`src/rtl/b_cache_seq_ctrl.sv`:
```
// B-cache fill sequencer: drives the write-data mapper's mode/sequence index, the B-cache
// write port (delayed to match the mapper's registered data) and the transpose-buffer read port.
module b_cache_seq_ctrl #(
  parameter int unsigned SEQ_CNT_DW = 10,
  parameter int unsigned BCA_AW     = 10,
  parameter int unsigned TB_AW      = 10
) (
  input  logic                  clk,
  input  logic                  sys_rst,
  input  logic                  op_start,
  input  logic [2:0]            op_mode,
  input  logic [BCA_AW-1:0]     base_addr,
  input  logic [SEQ_CNT_DW-1:0] transpose_len,
  output logic                  busy,
  output logic                  done,
  output logic                  op_err,
  output logic [3:0]            B_cache_in_sel,
  output logic [SEQ_CNT_DW-1:0] seq_cnt_out,
  output logic                  B_cache_wen,
  output logic [BCA_AW-1:0]     B_cache_waddr,
  output logic                  B_cache_TB_renb,
  output logic [TB_AW-1:0]      B_cache_TB_addrb
);

  localparam logic [1:0] S_IDLE  = 2'd0;
  localparam logic [1:0] S_RUN   = 2'd1;
  localparam logic [1:0] S_DRAIN = 2'd2;
  localparam logic [1:0] S_DONE  = 2'd3;

  localparam logic [2:0] MODE_PRD = 3'd0;
  localparam logic [2:0] MODE_NEW = 3'd1;
  localparam logic [2:0] MODE_UPD = 3'd2;
  localparam logic [2:0] MODE_INV = 3'd3;
  localparam logic [2:0] MODE_TR  = 3'd4;

  logic [1:0]            state_q, state_d;
  logic [2:0]            mode_q, mode_d;
  logic [BCA_AW-1:0]     base_q, base_d;
  logic [SEQ_CNT_DW-1:0] len_q, len_d;
  logic                  drain_q, drain_d;
  logic                  s1_v_q, s1_v_d;
  logic [BCA_AW-1:0]     s1_addr_q, s1_addr_d;

  logic                  busy_d, done_d, err_d, wen_d, renb_d;
  logic [3:0]            sel_d;
  logic [SEQ_CNT_DW-1:0] seq_d;
  logic [BCA_AW-1:0]     waddr_d;
  logic [TB_AW-1:0]      addrb_d;

  logic                  cur_wr_c;
  logic [BCA_AW-1:0]     cur_addr_c;
  logic                  is_tr_c;
  logic [SEQ_CNT_DW-1:0] start_len_c;

  function automatic logic [3:0] sel_code(input logic [2:0] m);
    case (m)
      MODE_PRD: sel_code = 4'b1101;
      MODE_NEW: sel_code = 4'b1110;
      MODE_UPD: sel_code = 4'b1111;
      MODE_INV: sel_code = 4'b1010;
      MODE_TR:  sel_code = 4'b1001;
      default:  sel_code = 4'b0000;
    endcase
  endfunction

  // Sequence length of the mode being launched
  always_comb begin
    case (op_mode)
      MODE_PRD: start_len_c = SEQ_CNT_DW'(5);
      MODE_NEW: start_len_c = SEQ_CNT_DW'(6);
      MODE_UPD: start_len_c = SEQ_CNT_DW'(7);
      MODE_INV: start_len_c = SEQ_CNT_DW'(9);
      default:  start_len_c = transpose_len;
    endcase
  end

  // INV steps 1..6 are internal accumulation; only 7..9 produce rows
  assign is_tr_c    = (mode_q == MODE_TR);
  assign cur_wr_c   = (state_q == S_RUN) &&
                      ((mode_q != MODE_INV) || (seq_cnt_out >= SEQ_CNT_DW'(7)));
  assign cur_addr_c = base_q + BCA_AW'(seq_cnt_out) -
                      ((mode_q == MODE_INV) ? BCA_AW'(7) : BCA_AW'(1));

  always_comb begin
    state_d   = state_q;
    mode_d    = mode_q;
    base_d    = base_q;
    len_d     = len_q;
    drain_d   = drain_q;
    busy_d    = 1'b0;
    done_d    = 1'b0;
    err_d     = 1'b0;
    sel_d     = 4'b0000;
    seq_d     = '0;
    renb_d    = 1'b0;
    addrb_d   = '0;
    // Transpose needs one extra stage for the TB read latency
    s1_v_d    = cur_wr_c;
    s1_addr_d = cur_addr_c;
    wen_d     = is_tr_c ? s1_v_q : cur_wr_c;
    waddr_d   = is_tr_c ? s1_addr_q : cur_addr_c;
    if (!wen_d) waddr_d = B_cache_waddr;

    case (state_q)
      S_IDLE, S_DONE: begin
        state_d = S_IDLE;
        if (op_start && (op_mode <= MODE_TR)) begin
          mode_d = op_mode;
          base_d = base_addr;
          len_d  = start_len_c;
          if (start_len_c == '0) begin
            state_d = S_DONE;
            done_d  = 1'b1;
          end else begin
            state_d = S_RUN;
            busy_d  = 1'b1;
            sel_d   = sel_code(op_mode);
            seq_d   = SEQ_CNT_DW'(1);
            renb_d  = (op_mode == MODE_TR);
          end
        end else if (op_start) begin
          err_d = 1'b1;
        end
      end
      S_RUN: begin
        busy_d = 1'b1;
        sel_d  = sel_code(mode_q);
        if (seq_cnt_out == len_q) begin
          state_d = S_DRAIN;
          drain_d = is_tr_c;
        end else begin
          seq_d   = seq_cnt_out + SEQ_CNT_DW'(1);
          renb_d  = is_tr_c;
          addrb_d = is_tr_c ? TB_AW'(seq_cnt_out) : '0;
        end
      end
      default: begin
        if (drain_q) begin
          drain_d = 1'b0;
          busy_d  = 1'b1;
          sel_d   = sel_code(mode_q);
        end else begin
          state_d = S_DONE;
          done_d  = 1'b1;
        end
      end
    endcase
  end

  always_ff @(posedge clk) begin
    if (sys_rst) begin
      state_q          <= S_IDLE;
      mode_q           <= '0;
      base_q           <= '0;
      len_q            <= '0;
      drain_q          <= 1'b0;
      s1_v_q           <= 1'b0;
      s1_addr_q        <= '0;
      busy             <= 1'b0;
      done             <= 1'b0;
      op_err           <= 1'b0;
      B_cache_in_sel   <= 4'b0000;
      seq_cnt_out      <= '0;
      B_cache_wen      <= 1'b0;
      B_cache_waddr    <= '0;
      B_cache_TB_renb  <= 1'b0;
      B_cache_TB_addrb <= '0;
    end else begin
      state_q          <= state_d;
      mode_q           <= mode_d;
      base_q           <= base_d;
      len_q            <= len_d;
      drain_q          <= drain_d;
      s1_v_q           <= s1_v_d;
      s1_addr_q        <= s1_addr_d;
      busy             <= busy_d;
      done             <= done_d;
      op_err           <= err_d;
      B_cache_in_sel   <= sel_d;
      seq_cnt_out      <= seq_d;
      B_cache_wen      <= wen_d;
      B_cache_waddr    <= waddr_d;
      B_cache_TB_renb  <= renb_d;
      B_cache_TB_addrb <= addrb_d;
    end
  end

endmodule
```
`config.mk`:
```
export PLATFORM = sky130hd
export DESIGN_NAME = b_cache_seq_ctrl
export DESIGN_NICKNAME = d
export VERILOG_FILES = /design/src/rtl/b_cache_seq_ctrl.sv
export SDC_FILE = /design/constraint.sdc
export NUM_CORES = 1
export LEC_CHECK = 0
export ABC_CLOCK_PERIOD_IN_PS = 5300
export BUFFER_PORTS_ARGS = -buffer_cell sky130_fd_sc_hd__buf_2
export CORE_AREA = 8 8 98 100
export DETAILED_ROUTE_END_ITERATION = 12
export DIE_AREA = 0 0 106 108
export PLACE_DENSITY = 0.68
export SETUP_SLACK_MARGIN = 0.05
export SYNTH_ARGS = -nofsm -noshare
export SYNTH_HDL_FRONTEND = slang
export SYNTH_SLANG_ARGS = --single-unit
export TNS_END_PERCENT = 20
```
`constraint.sdc`:
```
create_clock -name clk -period 5.3 [get_ports clk]
set_input_delay 1.06 -clock clk [delete_from_list [all_inputs] [get_ports clk]]
set_output_delay 1.06 -clock clk [all_outputs]
set_load 0.02 [all_outputs]
```
---- After elaboration in Yosys (flattened, before gate mapping) ----
Index checks and enable logic that the tools add are counted.
word-level totals
  logic and storage cells ................. 85
  input port bits ......................... 26
  output and inout port bits .............. 39
  register bits ........................... 76
operators by class
  reduce and logical (&&, ||, !) cells .... 13
  add/sub/neg operators ................... 3
  bitwise operators ....................... 3
  eq/ne operators ......................... 14
  order comparisons ....................... 2
  multiplexer cells ....................... 34
operator list
  cell                                                                                   count
  10-bit case mux with 4 select lines                                                    1
  4-bit case mux with 5 select lines                                                     2
  10-bit 2-to-1 mux                                                                      2
  10-bit case mux with 2 select lines                                                    1
  1-bit 2-to-1 mux                                                                       14
  3-bit by 2-bit equality test with 1-bit output (second input constant)                 4
  4-bit 2-to-1 mux                                                                       3
  10-bit by 1-bit adder with 10-bit output (second input constant)                       1
  10-bit adder                                                                           1
  10-bit equality test                                                                   1
  10-bit by 3-bit greater-or-equal comparator with 1-bit output (second input constant)  1
  10-bit zero test                                                                       1
  10-bit by 3-bit subtractor with 10-bit output                                          1
  2-bit 2-to-1 mux                                                                       4
  1-bit case mux with 2 select lines                                                     4
  4-bit case mux with 2 select lines                                                     1
  3-bit by 1-bit equality test with 1-bit output (second input constant)                 2
  3-bit equality test (second input constant)                                            2
  3-bit zero test                                                                        2
  2-bit AND reduction                                                                    3
  2-bit case mux with 2 select lines                                                     1
  4-bit OR reduction                                                                     1
  3-bit less-or-equal comparator (second input constant)                                 1
  3-bit 2-to-1 mux                                                                       1
  11 further kinds                                                                       14

---- Longest topological paths before layout ----
  depth in word-level cells ............... 6
  gate-level depth with buffers ........... 11
  gate-level depth less buffers ........... 10

---- Worst setup path after synthesis ----
Ideal clock, no wire load.
  kind .................................... flip-flop to flip-flop
  start ................................... reg seq_cnt_out[1]
  end ..................................... reg B_cache_waddr[8]
  setup slack ............................. 2.721 ns
  path buffers ............................ 0
  clock period less this slack ............ 2.579 ns
  required time ........................... 5.184 ns
  stages on the path, launching flop included .. 10
  data arrival time ....................... 2.463 ns
  library setup time ...................... 0.116 ns
  cells stage by stage .................... dfxtp_1 > inv_1 > fa_1 > fa_1 > nand2b_1 > a21oi_1 > nor4_1 > o21ai_0 > xor2_1 > a31o_2
between the ends
  cells in the longest elaborated chain, start to end .. 4
  elaborated cells between the ends (all ways) .. 7
  classes of those cells .................. add/sub: 2; order compare: 1; mux: 2; reduce/logical: 2
RTL lines
  what                                                                  RTL line  text
  start: declaration                                                    18        output logic [SEQ_CNT_DW-1:0] seq_cnt_out,
  start signal: assignment                                              180       seq_cnt_out <= seq_d;
  parallel branches: the longest is 4 deep, another holds 10-bit adder  --
  end signal: assignment                                                182       B_cache_waddr <= waddr_d;
  end: declaration                                                      20        output logic [BCA_AW-1:0] B_cache_waddr,
Parallel ways; which one is timed is not known.
A chain may end at the register's enable or synchronous reset.

---- Final worst setup path ----
  start ................................... reg mode_q[0]
  end ..................................... reg B_cache_waddr[8]
between the ends
  cells in the longest elaborated chain, start to end .. 4
  elaborated cells between the ends (all ways) .. 9
  classes of those cells .................. add/sub: 1; eq/ne: 3; mux: 3; reduce/logical: 2
RTL lines
  what                                                                                                               RTL line  text
  start: declaration                                                                                                 37        logic [2:0] mode_q, mode_d;
  start signal: assignment                                                                                           170       mode_q <= mode_d;
  3-bit by 2-bit equality test with 1-bit output / 3-bit by 2-bit != test with 1-bit output (equally long branches)  82, 80
  3-bit 2-to-1 mux / 1-bit logical OR (equally long branches)                                                        82, 80
  10-bit by 3-bit subtractor with 10-bit output / 1-bit logical AND (equally long branches)                          81, 79
  10-bit 2-to-1 mux / 1-bit 2-to-1 mux (equally long branches)                                                       101, 100
Several ways; a longest one is shown, not always the timed one.

==> reports/qor.csv <==
metric,value,unit
grt_pass1_vias,3207,
wl_met2,4260,um
synth-seq-cells,76,
grt_pass1_wl,15000,um
hpwl,6450,um
min_period,2.82,ns
clk_latency,0.35,ns
wl_per_cell,14.4,um
finalClockSkew,0.00497,ns
diodes,0,
core_area,8050,um^2
critPathLaunchType,register,
timing.fmax,355,MHz
vias,3118,
synth_cells,439,
netlist-cell-type-count,51,
synthToLayoutAreaGrowth,15.9,%
maxCapViolations,0,
power.density,473,nW/um^2
cts_buffer_depth,2,
pin_count,65,
synth_edf_count,0,
async_flop_share,0,%
design_area,4280,um^2
worstSetupPathType,register to register,
synth_seq_area_share,41.2,%
regArea,1520,um^2
hold_viol,0,
dpl_cell_area,4060,um^2
die_h,108,um
status,"finished, final reports clean",
avgSynthCellArea,8.42,um^2
synthFlopType,dfxtp_1,
finalSetupTns,0,ns
gr-total-overflow,0,
cts_tree,yes,
worstPathRequired,5.55,ns
grt_start_max_net_pins,43,
nFillCells,788,
dieArea,11400,um^2
grt_util_all_layers,16.1,%
rsz0062_at_grt,false,
dieWidth,106,um
endpoint_kind,register,
syn_area,3690,um^2
rows,33,
yosys_warnings,0,
nNetsFinal,543,
worst_slew_pin_slew,0.972,ns
leakagePower,0.00182,uW
syn-num-nets,486,
cts_hold_buf,0,
drv_slew,0,
gp_congestion,0.868,
peakVddDrop,0.000292,V
crit_fanout,8,
period_share,53.1,%
wl_met3,381,um
drt-met1-wl,3900,um
cts.clk_slew.worst_paths,0.08,ns
initial_core_util,45.9,%
topRoutingLayerUsed,met4,
htreeDepth,3,
drive_above_1_share,19.0,%
cts_sinks,76,
drc,0,
port_buffers,64,
antenna_found_initial,0,
via_per_inst,5.15,
ant_nets,0,
multi_input_area,1920,um^2
wl,8690,um
relSlewSlack,35.0,%
setup_violations,0,
numCtsBuffers,9,
power.total,2030,uW
critPathArrivalTime,3.07,ns
dr.pass1.iters,4,
cts_root_buffer,clkbuf_8,
drtIter0Drc,125,
cts_post_setup_buffers_inserted,0,
hp-class,register to register,
cts_resized,0,
-- Yosys cell counts, types with 2 or more instances --
cell type   n  area [um^2]
and2_1      6         37.5
inv_1      39          146
o211ai_2    2         25.0
clkbuf_1    9         33.8
ha_1       18          225
nand2b_1    4         25.0
nand3_1    15         75.1
nor2b_1     5         31.3
a21oi_1    32          160
o211a_1     3         30.0
o21ai_0    19         95.1
a311oi_2    2         30.0
o211ai_1    3         22.5
dfxtp_1    76         1520
buf_6       2         22.5
nor4_1     11         68.8
xnor2_1    20          175
nand2_1    58          218
a211oi_1    5         37.5
nor3_1     14         70.1
nor2_1     40          150
xor2_1      9         78.8
a21o_1      2         15.0
mux2i_1     2         20.0
and3_1      4         25.0
nand4_1     6         37.5
fa_1        3         60.1
buf_2       7         35.0
-- flip-flops by register name, indices dropped and copies added, names as in the netlist, 2 cells and up --
register	cells
B_cache_TB_addrb	10
B_cache_waddr	10
base_q	10
len_q	10
s1_addr_q	10
seq_cnt_out	10
B_cache_in_sel	4
mode_q	3
state_q	2
-- power by group --
| part | switching (uW) | total (uW) | internal [uW] |
|---|---|---|---|
| sequential | 60.7 | 751 | 690 |
| clock | 212 | 499 | 287 |
| combinational | 476 | 777 | 302 |
-- layer usage --
metal | global-route usage [%] | vias up
li1 | - | 1588
met1 | 18.5 | 1456
met2 | 28.1 | 60
met3 | 4.40 | 14
met4 | 6.03 | 0
met5 | 0 | -
-- worst max-delay path, stage by stage (launching register included) --
cell and delay, ns:
dfxtp_1 0.43, and3b_1 0.30, fa_1 0.49, fa_1 0.45, nand2b_1 0.18, a21oi_1 0.20
nor4_1 0.07, o21ai_0 0.21, xor2_1 0.12, a31o_2 0.25
-- path summary, 6_finish.rpt --
| kind | start | to | slack (ns) | cells after the start |
|---|---|---|---|---|
| hold reg to reg | base_q[4] | base_q[4] | 0.46 | 2 |
| hold / removal | base_q[4] | base_q[4] | 0.46 | 2 |
| setup reg to reg | mode_q[0] | B_cache_waddr[8] | 2.48 | 9 |
| setup / recovery | mode_q[0] | B_cache_waddr[8] | 2.48 | 9 |
-- kinds of logic (layout without fill, tap and decap cells) --
family | after synthesis | count (layout) | synth area share (%)
xor+xnor | 29 | 29 | 6.87
flops | 76 | 76 | 41.2
simple gates | 174 | 174 | 23.1
mux | 2 | 2 | 0.542
fa+ha+maj | 21 | 21 | 7.72
buf+inv | 59 | 120 | 6.74
compound gates | 78 | 78 | 13.9
-- through the flow --
step	worst slack (ns)	util (%)	hold slack, ns	cells
4_1_cts	2.49	53.2	0.459	605
3_3_place_gp	2.45	50.4	0.444	590
5_1_grt	2.24	53.2	0.471	605
3_5_place_dp	2.40	50.4	0.448	590
2_1_floorplan	2.72	-	0.436	439
6_report	2.48	53.2	0.458	605
-- final cells by class --
type                            instances  share of cell area (%)
Clock buffer                           11                    3.53
Clock inverter                          4                    1.69
Inverter                               39                    3.42
Multi-Input combinational cell        304                    44.9
Sequential cell                        76                    35.5
Tap cell                              105                    3.07
Timing Repair Buffer                   66                    7.83
-- cells in the final DEF, fill, tap and decap left out, types with 3 or more instances in the layout --
cell      instances
o211ai_1          3
nor2b_1           5
xnor2_1          20
and3_1            4
a21oi_1          32
nand2_1          58
fa_1              3
nand4_1           6
nand3_1          15
o211a_1           3
nor3_1           14
nor2_1           40
and2_1            6
ha_1             18
o21ai_0          19
nand2b_1          4
xor2_1            9
buf_2            64
clkbuf_8         11
dfxtp_1          76
nor4_1           11
a211oi_1          5
inv_1            39
No activity file was read; power rests on OpenSTA's default activity.
